<file path="src/rtl/fetch_decode_stage_pkg.sv">
// Shared RV32I op codes, NOP word and decode-bundle layout for the front end.
// Used by fetch_decode_stage, its immediate generator and the pipeline controller.
package fetch_decode_stage_pkg;

    localparam logic [4:0] R_TYPE = 5'b01100;
    localparam logic [4:0] IMME   = 5'b00100;
    localparam logic [4:0] LOAD   = 5'b00000;
    localparam logic [4:0] STORE  = 5'b01000;
    localparam logic [4:0] BRANCH = 5'b11000;
    localparam logic [4:0] JAL    = 5'b11011;
    localparam logic [4:0] JALR   = 5'b11001;
    localparam logic [4:0] LUI    = 5'b01101;
    localparam logic [4:0] AUIPC  = 5'b00101;
    localparam logic [4:0] NOP    = IMME;

    localparam logic [31:0] NOP_INST = 32'h0000_0013;

    // Field order MSB->LSB gives f7 at [23] down to op at [4:0].
    typedef struct packed {
        logic       f7;
        logic [4:0] rs2;
        logic [4:0] rs1;
        logic [2:0] f3;
        logic [4:0] rd;
        logic [4:0] op;
    } dec_t;

    localparam dec_t NOP_BUNDLE = '{f7: 1'b0, rs2: 5'd0, rs1: 5'd0, f3: 3'd0, rd: 5'd0, op: NOP};

    function automatic logic is_rv32i_op(input logic [4:0] op);
        return (op == R_TYPE) || (op == IMME) || (op == LOAD) || (op == STORE) ||
               (op == BRANCH) || (op == JAL) || (op == JALR) || (op == LUI) ||
               (op == AUIPC);
    endfunction

endpackage

</file>
<file path="src/rtl/fetch_decode_stage_if.sv">
// Front-end bus: controller/E-stage inputs, instruction memory, decode outputs.
// master = fetch_decode_stage, slave = surrounding pipeline and memory.
interface fetch_decode_stage_if;
    logic        stall;
    logic        next_pc_sel;
    logic [31:0] jb_pc;
    logic [31:0] im_addr;
    logic [31:0] im_inst;
    logic [31:0] D_pc;
    logic [23:0] D_out;
    logic [31:0] D_imm;
    logic        illegal;
    logic [31:0] illegal_pc;

    modport master (
        input  stall, next_pc_sel, jb_pc, im_inst,
        output im_addr, D_pc, D_out, D_imm, illegal, illegal_pc
    );

    modport slave (
        output stall, next_pc_sel, jb_pc, im_inst,
        input  im_addr, D_pc, D_out, D_imm, illegal, illegal_pc
    );
endinterface

</file>
<file path="src/rtl/fetch_decode_stage_imm_gen.sv">
// Immediate generator: op + instruction word -> sign-extended 32-bit immediate.
// Purely combinational, no backpressure.
module imm_gen
    import fetch_decode_stage_pkg::*;
(
    input  logic [4:0]  op,
    input  logic [31:7] inst,
    output logic [31:0] imm
);

    always_comb begin
        imm = '0;
        case (op)
            IMME, LOAD, JALR: imm = {{20{inst[31]}}, inst[31:20]};
            STORE:            imm = {{20{inst[31]}}, inst[31:25], inst[11:7]};
            BRANCH:           imm = {{19{inst[31]}}, inst[31], inst[7], inst[30:25], inst[11:8], 1'b0};
            LUI, AUIPC:       imm = {inst[31:12], 12'b0};
            JAL:              imm = {{11{inst[31]}}, inst[31], inst[19:12], inst[20], inst[30:21], 1'b0};
            default:          imm = '0;
        endcase
    end

endmodule

</file>
<file path="src/rtl/fetch_decode_stage.sv">
// PC + IF/ID register + decode; optional sticky illegal-op trap under ILLEGAL_OP_TRAP_EN.
// Latency: fetched word reaches D_out/D_imm one cycle after im_addr presents it.
// Backpressure: stall holds PC and IF/ID; redirect (next_pc_sel=0) overrides stall.
module fetch_decode_stage
    import fetch_decode_stage_pkg::*;
#(
    parameter logic [31:0] RESET_PC = 32'h0000_0000
) (
    input  logic                  clk,
    input  logic                  rst,
    fetch_decode_stage_if.master  bus
);

    logic [31:0] F_pc;
    logic [31:0] D_inst;
    logic [31:0] D_pc;
    dec_t        raw_dec;
    logic [31:0] raw_imm;

    always_ff @(posedge clk or negedge rst) begin
        if (!rst) begin
            F_pc   <= RESET_PC;
            D_inst <= NOP_INST;
            D_pc   <= '0;
        end else if (!bus.next_pc_sel) begin
            F_pc   <= {bus.jb_pc[31:1], 1'b0};
            D_inst <= NOP_INST;
            D_pc   <= '0;
        end else if (!bus.stall) begin
            F_pc   <= F_pc + 32'd4;
            D_inst <= bus.im_inst;
            D_pc   <= F_pc;
        end
    end

    always_comb begin
        raw_dec     = NOP_BUNDLE;
        raw_dec.op  = D_inst[6:2];
        raw_dec.rd  = D_inst[11:7];
        raw_dec.f3  = D_inst[14:12];
        raw_dec.rs1 = D_inst[19:15];
        raw_dec.rs2 = D_inst[24:20];
        raw_dec.f7  = D_inst[30];
    end

    imm_gen u_imm_gen (
        .op   (raw_dec.op),
        .inst (D_inst[31:7]),
        .imm  (raw_imm)
    );

    assign bus.im_addr = F_pc;
    assign bus.D_pc    = D_pc;

`ifdef ILLEGAL_OP_TRAP_EN
    logic        bad_inst;
    logic        illegal_q;
    logic [31:0] illegal_pc_q;

    assign bad_inst = (D_inst[1:0] != 2'b11) || !is_rv32i_op(raw_dec.op);

    // Only an instruction that actually advances out of IF/ID can trap.
    always_ff @(posedge clk or negedge rst) begin
        if (!rst) begin
            illegal_q    <= 1'b0;
            illegal_pc_q <= '0;
        end else if (!illegal_q && bus.next_pc_sel && !bus.stall && bad_inst) begin
            illegal_q    <= 1'b1;
            illegal_pc_q <= D_pc;
        end
    end

    assign bus.D_out      = bad_inst ? NOP_BUNDLE : raw_dec;
    assign bus.D_imm      = bad_inst ? 32'd0 : raw_imm;
    assign bus.illegal    = illegal_q;
    assign bus.illegal_pc = illegal_pc_q;
`else
    logic unused_low_bits;
    assign unused_low_bits = ^D_inst[1:0];

    assign bus.D_out      = raw_dec;
    assign bus.D_imm      = raw_imm;
    assign bus.illegal    = 1'b0;
    assign bus.illegal_pc = '0;
`endif

endmodule

</file>
<file path="src/flat_wrapper.sv">
// flat-port wrapper written by rule: the top's interface ports become plain ports
module fetch_decode_stage_flat import fetch_decode_stage_pkg::*;
#(
    parameter logic [31:0] RESET_PC = 32'h0000_0000
)
  (clk, rst, bus_stall, bus_next_pc_sel, bus_jb_pc, bus_im_inst, bus_im_addr, bus_D_pc, bus_D_out, bus_D_imm, bus_illegal, bus_illegal_pc);
  fetch_decode_stage_if bus_i ();
  input  logic clk;
  input  logic rst;
  input wire logic [$bits(bus_i.stall)-1:0] bus_stall;
  input wire logic [$bits(bus_i.next_pc_sel)-1:0] bus_next_pc_sel;
  input wire logic [$bits(bus_i.jb_pc)-1:0] bus_jb_pc;
  input wire logic [$bits(bus_i.im_inst)-1:0] bus_im_inst;
  output wire logic [$bits(bus_i.im_addr)-1:0] bus_im_addr;
  output wire logic [$bits(bus_i.D_pc)-1:0] bus_D_pc;
  output wire logic [$bits(bus_i.D_out)-1:0] bus_D_out;
  output wire logic [$bits(bus_i.D_imm)-1:0] bus_D_imm;
  output wire logic [$bits(bus_i.illegal)-1:0] bus_illegal;
  output wire logic [$bits(bus_i.illegal_pc)-1:0] bus_illegal_pc;
  assign bus_i.stall = bus_stall;
  assign bus_i.next_pc_sel = bus_next_pc_sel;
  assign bus_i.jb_pc = bus_jb_pc;
  assign bus_i.im_inst = bus_im_inst;
  assign bus_im_addr = bus_i.im_addr;
  assign bus_D_pc = bus_i.D_pc;
  assign bus_D_out = bus_i.D_out;
  assign bus_D_imm = bus_i.D_imm;
  assign bus_illegal = bus_i.illegal;
  assign bus_illegal_pc = bus_i.illegal_pc;
  fetch_decode_stage #(.RESET_PC(RESET_PC)) u_core (.clk(clk), .rst(rst), .bus(bus_i));
endmodule
</file>
<file path="config.mk">
export PLATFORM = sky130hd
export DESIGN_NAME = fetch_decode_stage_flat
export DESIGN_NICKNAME = d
export VERILOG_FILES = /design/src/rtl/fetch_decode_stage_pkg.sv /design/src/rtl/fetch_decode_stage_if.sv /design/src/rtl/fetch_decode_stage_imm_gen.sv /design/src/rtl/fetch_decode_stage.sv /design/src/flat_wrapper.sv
export SDC_FILE = /design/constraint.sdc
export NUM_CORES = 1
export LEC_CHECK = 0
export CORE_MARGIN = 2
export CORE_UTILIZATION = 46
export CTS_CLUSTER_DIAMETER = 30
export DETAILED_ROUTE_END_ITERATION = 10
export GPL_TIMING_DRIVEN = 0
export HOLD_SLACK_MARGIN = 0.08
export PLACE_DENSITY = 0.86
export SYNTH_ARGS = -nofsm -noshare
export SYNTH_HDL_FRONTEND = slang
export SYNTH_HIERARCHICAL = 1
export SYNTH_SLANG_ARGS = --single-unit
</file>
<file path="constraint.sdc">
create_clock -name clk -period 5 [get_ports clk]
set_input_delay 1 -clock clk [delete_from_list [all_inputs] [get_ports clk]]
set_output_delay 1 -clock clk [all_outputs]
set_load 0.02 [all_outputs]
</file>
==> results of run 1 <==
-- stage by stage --
| stage | power [mW] | worst slack [ns] |
|---|---|---|
| 5_1_grt | 2.12 | 1.04 |
| 6_report | 2.02 | 1.28 |
| 4_1_cts | 2.04 | 1.26 |
| 3_5_place_dp | 1.44 | 1.66 |
| 2_1_floorplan | 1.17 | 2.40 |
| 3_3_place_gp | 1.42 | -0.438 |
-- registers in the layout (all words and copies together) (netlist names) --
register / flops
u_core/bus.im_addr: 31
u_core/bus.D_pc: 31
u_core/D_inst: 30
-- how the worst max path moves through the flow --
| stage | to | slack, ns | cells after the start |
|---|---|---|---|
| 6_report | bus_D_imm[23] | 1.28 | 6 |
| 3_3_place_gp | u_core/D_inst[30] | -0.44 | 1 |
| 4_1_cts | bus_D_imm[23] | 1.26 | 6 |
| 3_5_place_dp | bus_D_imm[23] | 1.66 | 6 |
| 5_1_grt | bus_D_imm[23] | 1.04 | 6 |
| 2_1_floorplan | u_core/bus.im_addr[31] | 2.40 | 7 |
-- routing by layer --
layer	wire length [um]	GRT usage	vias to the layer above
met5	0	0	-
met4	309	0.0886	0
met3	1330	0.0563	30
met2	7170	0.418	237
met1	5820	0.304	2226
li1	-	-	2158
-- report_power, final --
group          internal [mW]  leakage (nW)  switching [mW]
logic                  0.275          2.23           0.285
clock network          0.330         0.115           0.266
registers              0.800          1.16          0.0676
total                   1.41          3.50           0.619
-- worst max-delay path, stage by stage, from the launching register on --
cell and delay (ns):
dfrtp_1 0.41, clkbuf_2 0.23, nor4bb_1 0.51, clkbuf_1 0.39, nand2_1 0.11, nand2_1 0.11
clkdlybuf4s50_1 0.61
-- cell usage in the layout (no fill, tap or decap), types with 8 or more instances in the layout --
| cell type | instances |
|---|---|
| buf_1 | 9 |
| clkbuf_8 | 9 |
| a21o_1 | 9 |
| nand2_1 | 39 |
| buf_4 | 60 |
| a211oi_1 | 8 |
| mux2i_1 | 63 |
| clkbuf_1 | 16 |
| conb_1 | 35 |
| dfrtp_1 | 91 |
| clkdlybuf4s50_1 | 179 |
| nand3_1 | 9 |
| nor2_1 | 89 |
| a21oi_1 | 8 |
-- cell usage after synthesis (4+ instances only) --
cell | count | area [um^2]
a211oi_1 | 8 | 60.1
a21o_1 | 9 | 67.6
a21oi_1 | 8 | 40.0
a22o_1 | 4 | 35.0
a311oi_1 | 5 | 43.8
and2_1 | 7 | 43.8
and3_1 | 5 | 31.3
buf_1 | 9 | 33.8
buf_4 | 59 | 443
clkbuf_1 | 16 | 60.1
dfrtp_1 | 91 | 2280
inv_1 | 7 | 26.3
mux2i_1 | 63 | 631
nand2_1 | 39 | 146
nand3_1 | 9 | 45.0
nand4_1 | 7 | 43.8
nor2_1 | 89 | 334
nor3_1 | 7 | 35.0
xnor2_1 | 4 | 35.0
-- cell type report --
class                           instances  area (um^2)
Clock inverter                          7          115
Multi-Input combinational cell        364         2330
Clock buffer                            9          124
Timing Repair Buffer                  181         1830
Inverter                                8         30.0
Sequential cell                        92         2300
Fill cell                             836         3350
Buffer                                 90          579
Tap cell                              140          175
-- logic make-up (layout without fill, tap and decap cells) --
| kind of cell | Yosys count | after routing | share of synthesized area |
|---|---|---|---|
| adders and majority gates | 1 | 1 | 0.00244 |
| buffers and inverters | 98 | 295 | 0.119 |
| DFF | 92 | 92 | 0.450 |
| other | 1 | 35 | 0.000732 |
| AOI/OAI and AO/OA | 63 | 63 | 0.0975 |
| xor gates and xnor gates | 6 | 6 | 0.0103 |
| and+or+nand+nor | 192 | 192 | 0.187 |
| muxes | 67 | 67 | 0.133 |
==> impl_metrics.env, run 1 <==
export IMPL_final_area_um2=7490
export IMPL_cts_tree="done"
export IMPL_hold_depth=2
export IMPL_cts_htree_levels=3
export IMPL_tightest_slew_ns=0.873
export IMPL_required_ns=4.00
export IMPL_timing_rr_end="u_core/bus.im_addr[31]"
export IMPL_r2r_start="u_core/bus.im_addr[4]"
export IMPL_nets=815
export IMPL_diodes=0
export IMPL_maxSlewViolCount=0
export IMPL_grt_max_degree=63
export IMPL_cp_start_kind="register"
export IMPL_finalNonFillerCells=891
export IMPL_r2r_cells=7
export IMPL_rows=38
export IMPL_grt_pass1_vias=4432
export IMPL_cp_data_arrival_time_ns=2.72
export IMPL_vias_per_cell=5.22
export IMPL_path_clk_slew_ns=0.09
export IMPL_wl_um=14600
export IMPL_drv_cap=0
export IMPL_syn_inst=520
export IMPL_async_flop_share=1.00
export IMPL_synth_cell_type_count=63
export IMPL_postCtsSetupBuffers=0
export IMPL_dieWidth_um=110
export IMPL_numClockSinks=92
export IMPL_yosysWarnings=6
export IMPL_max_slew_margin=0.418
export IMPL_leakage_nw=3.50
export IMPL_ioPinCount=221
export IMPL_drc=0
export IMPL_hold_path_class="reg -> reg"
export IMPL_grtUsageTotal=0.245
export IMPL_clockRootBuffer="clkbuf_8"
export IMPL_port_buffers=180
export IMPL_ctsLongestPathBuffers=2
export IMPL_place_gp_congestion=0.858
export IMPL_insertion_delay_ns=0.36
export IMPL_status="finished, final reports clean"
export IMPL_min_period_over_period=0.745
export IMPL_seq_area_frac_synth=0.450
export IMPL_fin_crit_ns=3.72
export IMPL_whs_endpoint="u_core/bus.D_pc[1]"
export IMPL_setup_worst_path_class="reg -> out"
export IMPL_ctsResizeCount=0
export IMPL_core_area_um2=10800
export IMPL_ys_ff_latch=92
export IMPL_vias=4651
export IMPL_drt_pass1_iter_count=5
export IMPL_synthFlopType="dfrtp_1"
export IMPL_skew_ns=0.0111
export IMPL_hold_ws_ns=0.529
export IMPL_antenna_found_initial=0
export IMPL_grt_pass1_wl_um=22600
export IMPL_synth_edff_count=0
export IMPL_syn_avg_cell_area_um2=9.85
export IMPL_dp_hpwl_um=11000
export IMPL_crit_fanout=10
export IMPL_synth_area_um2=5120
export IMPL_fp_dieH_um=110
export IMPL_placed_cells=875
export IMPL_setup_viol=0
export IMPL_ir_drop_mv=0.166
export IMPL_drt_antenna_violating_nets=0
export IMPL_rsz0062_at_grt="false"
export IMPL_drt_initial_drc_count=286
export IMPL_fmax_mhz=269
export IMPL_hp_start="u_core/bus.D_pc[1]"
export IMPL_post_dp_cell_area_um2=7250
export IMPL_overflow=0
export IMPL_wl_per_cell_um=16.4
export IMPL_timing_setup_tns_ns=0
export IMPL_end_kind="output port"
export IMPL_layout_drive_gt1_share=0.137
export IMPL_area_growth_syn_to_layout_pct=46.3
export IMPL_startpoint="u_core/D_inst[2]"
export IMPL_cts_buffers=9
export IMPL_dieArea_um2=12000
export IMPL_hold_buffers=0
export IMPL_pwr_density_cell_nw_per_um2=270
export IMPL_fin_util=0.691
export IMPL_r2r_slack_ns=2.56
export IMPL_hold_viol=0
export IMPL_start_util=0.472
Power figures use the tool's default switching activity.
==> run 2: changes to the inputs <==
CORE_UTILIZATION = 39   (was 46)
PLACE_DENSITY = 0.78   (was 0.86)
clock period = 3.4 ns   (was 5 ns; I/O delays follow)
==> run 2 against run 1 <==
  * Clock power is 55% higher
  * Non-clock buffer count stayed put
  * Critical path type unchanged
  * Count of clock-buffer cells in the layout stayed put
  * Sequential power is 47% higher
  * Wire length is 1.5% higher
  * Die area is 17% higher
  * Via count is 0.90% lower
  * Largest power group unchanged
  * Largest cell class unchanged
  * Hold slack worse by 0.20 ns
==> impl_metrics.env, run 2 (synthesis gave the netlist of run 1 again) <==
export IMPL_tightest_slew_ns=0.802
export IMPL_start_util=0.402
export IMPL_maxSlewViolCount=0
export IMPL_cts_htree_levels=3
export IMPL_cp_data_arrival_time_ns=2.65
export IMPL_cp_start_kind="register"
export IMPL_required_ns=2.72
export IMPL_path_cells="mux2_4 > nor3_1 > and2_1 > clkdlybuf4s50_1"
export IMPL_post_dp_cell_area_um2=7290
export IMPL_skew_ns=0.00493
export IMPL_seq_area_um2=2300
export IMPL_drc=0
export IMPL_pwr_density_cell_nw_per_um2=401
export IMPL_dp_hpwl_um=11400
export IMPL_drv_cap=0
export IMPL_ir_drop_mv=0.274
export IMPL_multi_input_area_um2=2330
export IMPL_antenna_found_initial=0
export IMPL_hold_ws_ns=0.330
export IMPL_cts_tree="done"
export IMPL_grt_pass1_wl_um=23800
export IMPL_wl_um=14800
export IMPL_fmax_mhz=300
export IMPL_grt_pass1_vias=4641
export IMPL_most_common_layout_cells="clkdlybuf4s50_1 (179), dfrtp_1 (91), nor2_1 (89)"
export IMPL_min_period_over_period=0.981
export IMPL_rows=41
export IMPL_drt_initial_drc_count=236
export IMPL_setup_viol=0
export IMPL_hold_path_class="in -> async"
export IMPL_startpoint="u_core/D_inst[5]"
export IMPL_cts_buffers=9
export IMPL_setup_worst_path_class="reg -> out"
export IMPL_status="finished, final reports clean"
export IMPL_numClockSinks=92
export IMPL_vias_per_cell=5.03
export IMPL_fin_crit_ns=3.33
export IMPL_leakage_nw=3.52
export IMPL_overflow=0
export IMPL_max_slew_margin=0.459
export IMPL_fp_dieH_um=119
export IMPL_cpMaxStageDelayCell="clkdlybuf4s50_1"
export IMPL_area_growth_syn_to_layout_pct=47.4
export IMPL_postCtsSetupBuffers=0
export IMPL_hold_viol=0
export IMPL_vias=4609
export IMPL_hold_buffers=0
export IMPL_insertion_delay_ns=0.34
export IMPL_dieArea_um2=14100
export IMPL_fillers=1137
export IMPL_crit_fanout=9
export IMPL_grtUsageTotal=0.211
export IMPL_drt_pass1_iter_count=4
export IMPL_diodes=0
export IMPL_final_area_um2=7550
export IMPL_core_area_um2=12700
export IMPL_layout_drive_gt1_share=0.132
export IMPL_grt_max_degree=50
export IMPL_drt_antenna_violating_nets=0
export IMPL_nets=815
export IMPL_power_total_mw=3.03
export IMPL_path_clk_slew_ns=0.06
export IMPL_dieWidth_um=119
export IMPL_ctsLongestPathBuffers=2
export IMPL_worst_path_largest_cell_delay_ns=0.61
export IMPL_clockRootBuffer="clkbuf_16"
export IMPL_r2r_start="u_core/bus.im_addr[4]"
export IMPL_ioPinCount=221
export IMPL_place_gp_congestion=0.832
export IMPL_rsz0062_at_grt="true"
export IMPL_wl_per_cell_um=16.2
export IMPL_port_buffers=180
export IMPL_final_common_cell="clkdlybuf4s50_1"
export IMPL_end_kind="output port"
-- run 2: power breakdown --
group / total, mW / switching [mW] / internal, mW
sequential: 1.28 / 0.0977 / 1.18
combinational: 0.825 / 0.421 / 0.405
clock: 0.924 / 0.380 / 0.544
-- run 2: area by class of cell --
| cell class | instances | share of cell area |
|---|---|---|
| Buffer | 90 | 0.0769 |
| Clock buffer | 9 | 0.0298 |
| Clock inverter | 1 | 0.00398 |
| Inverter | 8 | 0.00398 |
| Multi-Input combinational cell | 364 | 0.309 |
| Sequential cell | 92 | 0.305 |
| Tap cell | 172 | 0.0285 |
| Timing Repair Buffer | 181 | 0.242 |
-- run 2: metrics by stage --
stage	utilization	TNS (ns)	worst slack [ns]	std cells
after floorplan	-	0	1.12	554
after global placement	0.571	-158.51	-1.74	906
after detailed placement	0.573	0	0.432	907
after CTS	0.593	0	0.0544	917
after global routing	0.593	-0.251	-0.0462	917
final	0.593	0	0.0651	917
-- run 2: critical path, delay by kind of cell (launching register included) --
kind                   cells  cell delay [ns]
buffers and inverters      1             0.61
flip-flops                 1             0.53
multiplexers               1             0.35
AND/OR/NAND/NOR            2             0.82
-- run 2: what timing repair did --
action	4_1_cts	5_1_grt
setup endpoints to repair	0	14
hold endpoints to repair	0	0
gates resized for setup	0	2
-- run 2: worst paths after layout --
path	endpoint	slack, ns	cells after the start
min in group clk	u_core/bus.D_pc[8]	0.53	2
hold reg to reg	u_core/bus.D_pc[8]	0.53	2
hold / removal	u_core/bus.D_pc[19]	0.33	1
max in group asynchronous	u_core/D_inst[4]	2.36	2
setup reg to reg	u_core/bus.im_addr[31]	1.07	7
setup / recovery	bus_D_imm[7]	0.07	4
-- run 2: layer usage --
layer / GRT usage / share of wire
met5: 0 / 0
met1: 0.259 / 0.41
met2: 0.362 / 0.50
met3: 0.0483 / 0.070
met4: 0.0759 / 0.020
==> run 3: changes to the inputs <==
CORE_UTILIZATION = 33   (was 39)
PLACE_DENSITY = 0.65   (was 0.78)
clock period = 4.1 ns   (was 3.4 ns; I/O delays follow)
==> run 3 against run 2 <==
  * Wire length up 1.1%
  * First-iteration DRC count down 18%
  * Clock skew up 0.00094 ns
  * Critical path type unchanged
  * Combinational power down 17%
  * Via count down 1.4%
  * Global-route usage down 2.9 points
  * Die area up 18%
  * Sequential power down 17%
  * Critical endpoint is now bus_D_imm[20]
  * Hold slack better by 0.099 ns
==> impl_metrics.env, run 3 (synthesis gave the netlist of run 1 again) <==
export IMPL_ioPinCount=221
export IMPL_pwr_density_cell_nw_per_um2=342
export IMPL_worst_path_largest_cell_delay_ns=0.59
export IMPL_cpMaxStageDelayCell="clkdlybuf4s50_1"
export IMPL_drv_cap=0
export IMPL_timing_setup_tns_ns=0
export IMPL_cp_common_cell="nand2_1"
export IMPL_cts_tree="done"
export IMPL_insertion_delay_ns=0.35
export IMPL_max_slew_margin=0.397
export IMPL_hold_viol=0
export IMPL_rsz0062_at_grt="false"
export IMPL_fmax_mhz=285
export IMPL_rows=45
export IMPL_numClockSinks=92
export IMPL_wl_um=15000
export IMPL_ctsLongestPathBuffers=2
export IMPL_crit_buf_inv=3
export IMPL_path_delay_family="buffers and inverters"
export IMPL_cts_htree_levels=3
export IMPL_crit_fanout=10
export IMPL_layout_drive_gt1_share=0.136
export IMPL_area_growth_syn_to_layout_pct=48.9
export IMPL_drt_pass1_iter_count=5
export IMPL_setup_ws_ns=0.597
export IMPL_wl_per_cell_um=16.0
export IMPL_fin_util=0.501
export IMPL_final_common_cell="clkdlybuf4s50_1"
export IMPL_required_ns=3.28
export IMPL_skew_ns=0.00587
export IMPL_min_period_over_period=0.854
export IMPL_path_cells="clkbuf_2 > nor4bb_1 > clkbuf_1 > nand2_1 > nand2_1 > clkdlybuf4s50_1"
export IMPL_grtUsageTotal=0.182
export IMPL_end_kind="output port"
export IMPL_antenna_found_initial=0
export IMPL_fin_crit_ns=3.50
export IMPL_dieArea_um2=16500
export IMPL_hold_path_class="in -> async"
export IMPL_setup_viol=0
export IMPL_drc=0
export IMPL_overflow=0
export IMPL_status="finished, final reports clean"
export IMPL_tightest_slew_ns=0.905
export IMPL_vias=4544
export IMPL_core_area_um2=15200
export IMPL_dieWidth_um=129
export IMPL_dp_hpwl_um=11400
export IMPL_cp_data_arrival_time_ns=2.68
export IMPL_path_clk_slew_ns=0.06
export IMPL_hold_ws_ns=0.429
export IMPL_r2r_cells=7
export IMPL_fp_dieH_um=129
export IMPL_fillers=1407
export IMPL_nets=815
export IMPL_maxSlewViolCount=0
export IMPL_ir_drop_mv=0.184
export IMPL_drt_initial_drc_count=193
export IMPL_diodes=0
export IMPL_port_buffers=180
export IMPL_hold_buffers=0
export IMPL_place_gp_congestion=0.829
export IMPL_grt_pass1_vias=4476
export IMPL_cp_start_kind="register"
export IMPL_grt_pass1_wl_um=23500
export IMPL_pre_cts_slack_ns=0.982
export IMPL_leakage_nw=3.54
export IMPL_vias_per_cell=4.84
export IMPL_clockRootBuffer="clkbuf_16"
export IMPL_cts_buffers=9
export IMPL_most_common_layout_cells="clkdlybuf4s50_1 (179), dfrtp_1 (91), nor2_1 (89)"
export IMPL_postCtsSetupBuffers=0
export IMPL_ctsResizeCount=0
export IMPL_drt_antenna_violating_nets=0
export IMPL_grt_max_degree=59
export IMPL_cp_num_cells=6
export IMPL_start_util=0.337
export IMPL_setup_worst_path_class="reg -> out"
## run 3: cell types whose count changed in the layout (fill, tap and decap cells not counted), sizes merged
| cell | previous run | this run |
|---|---|---|
| clkbuf | 26 | 30 |
| clkinv | 1 | 3 |
## run 3: final timing paths
path | startpoint | endpoint | slack, ns
max | u_core/D_inst[2] | bus_D_imm[20] | 0.60
min | rst | u_core/bus.D_pc[20] | 0.43
max reg2reg | u_core/bus.im_addr[4] | u_core/bus.im_addr[31] | 1.74
min reg2reg | u_core/bus.D_pc[10] | u_core/bus.D_pc[10] | 0.52
max in group asynchronous | rst | u_core/D_inst[4] | 2.98
min in group clk | u_core/bus.D_pc[10] | u_core/bus.D_pc[10] | 0.52
## run 3: layout make-up
type | count | area (um^2) | share of cell area
buffer | 90 | 579 | 0.0760
clock buffer | 13 | 270 | 0.0355
clock inverter | 3 | 43.8 | 0.00574
inverter | 8 | 30.0 | 0.00394
multi-input combinational | 364 | 2330 | 0.306
sequential | 92 | 2300 | 0.302
tap | 188 | 235 | 0.0309
timing repair buffer | 181 | 1830 | 0.240
## run 3: routing by layer
| metal | part of all wire | vias to the layer above | track usage |
|---|---|---|---|
| li1 | - | 2159 | - |
| met1 | 0.41 | 2191 | 0.217 |
| met2 | 0.48 | 177 | 0.310 |
| met3 | 0.084 | 17 | 0.0561 |
| met4 | 0.017 | 0 | 0.0697 |
| met5 | 0 | - | 0 |
## run 3: where the power goes
group / internal, mW / leakage [nW] / switching, mW
Sequential: 0.978 / 1.16 / 0.0817
Clock: 0.523 / 0.156 / 0.345
Combinational: 0.336 / 2.23 / 0.346
Total: 1.84 / 3.54 / 0.773
## run 3: worst register-to-register path: cells and delay by family (launching register included)
family / cells / cell delay, ns
buffers and inverters: 2 / 0.52
and+or+nand+nor: 3 / 1.09
AOI/OAI and AO/OA: 2 / 0.29
DFF: 1 / 0.36
## run 3: stage by stage
| step | total power [mW] | cell area (um^2) | std cells |
|---|---|---|---|
| after floorplan | 1.43 | 5250 | 554 |
| after global placement | 1.74 | 7280 | 922 |
| after detailed placement | 1.76 | 7310 | 923 |
| after CTS | 2.64 | 7620 | 939 |
| after global routing | 2.74 | 7620 | 939 |
| final | 2.61 | 7620 | 939 |
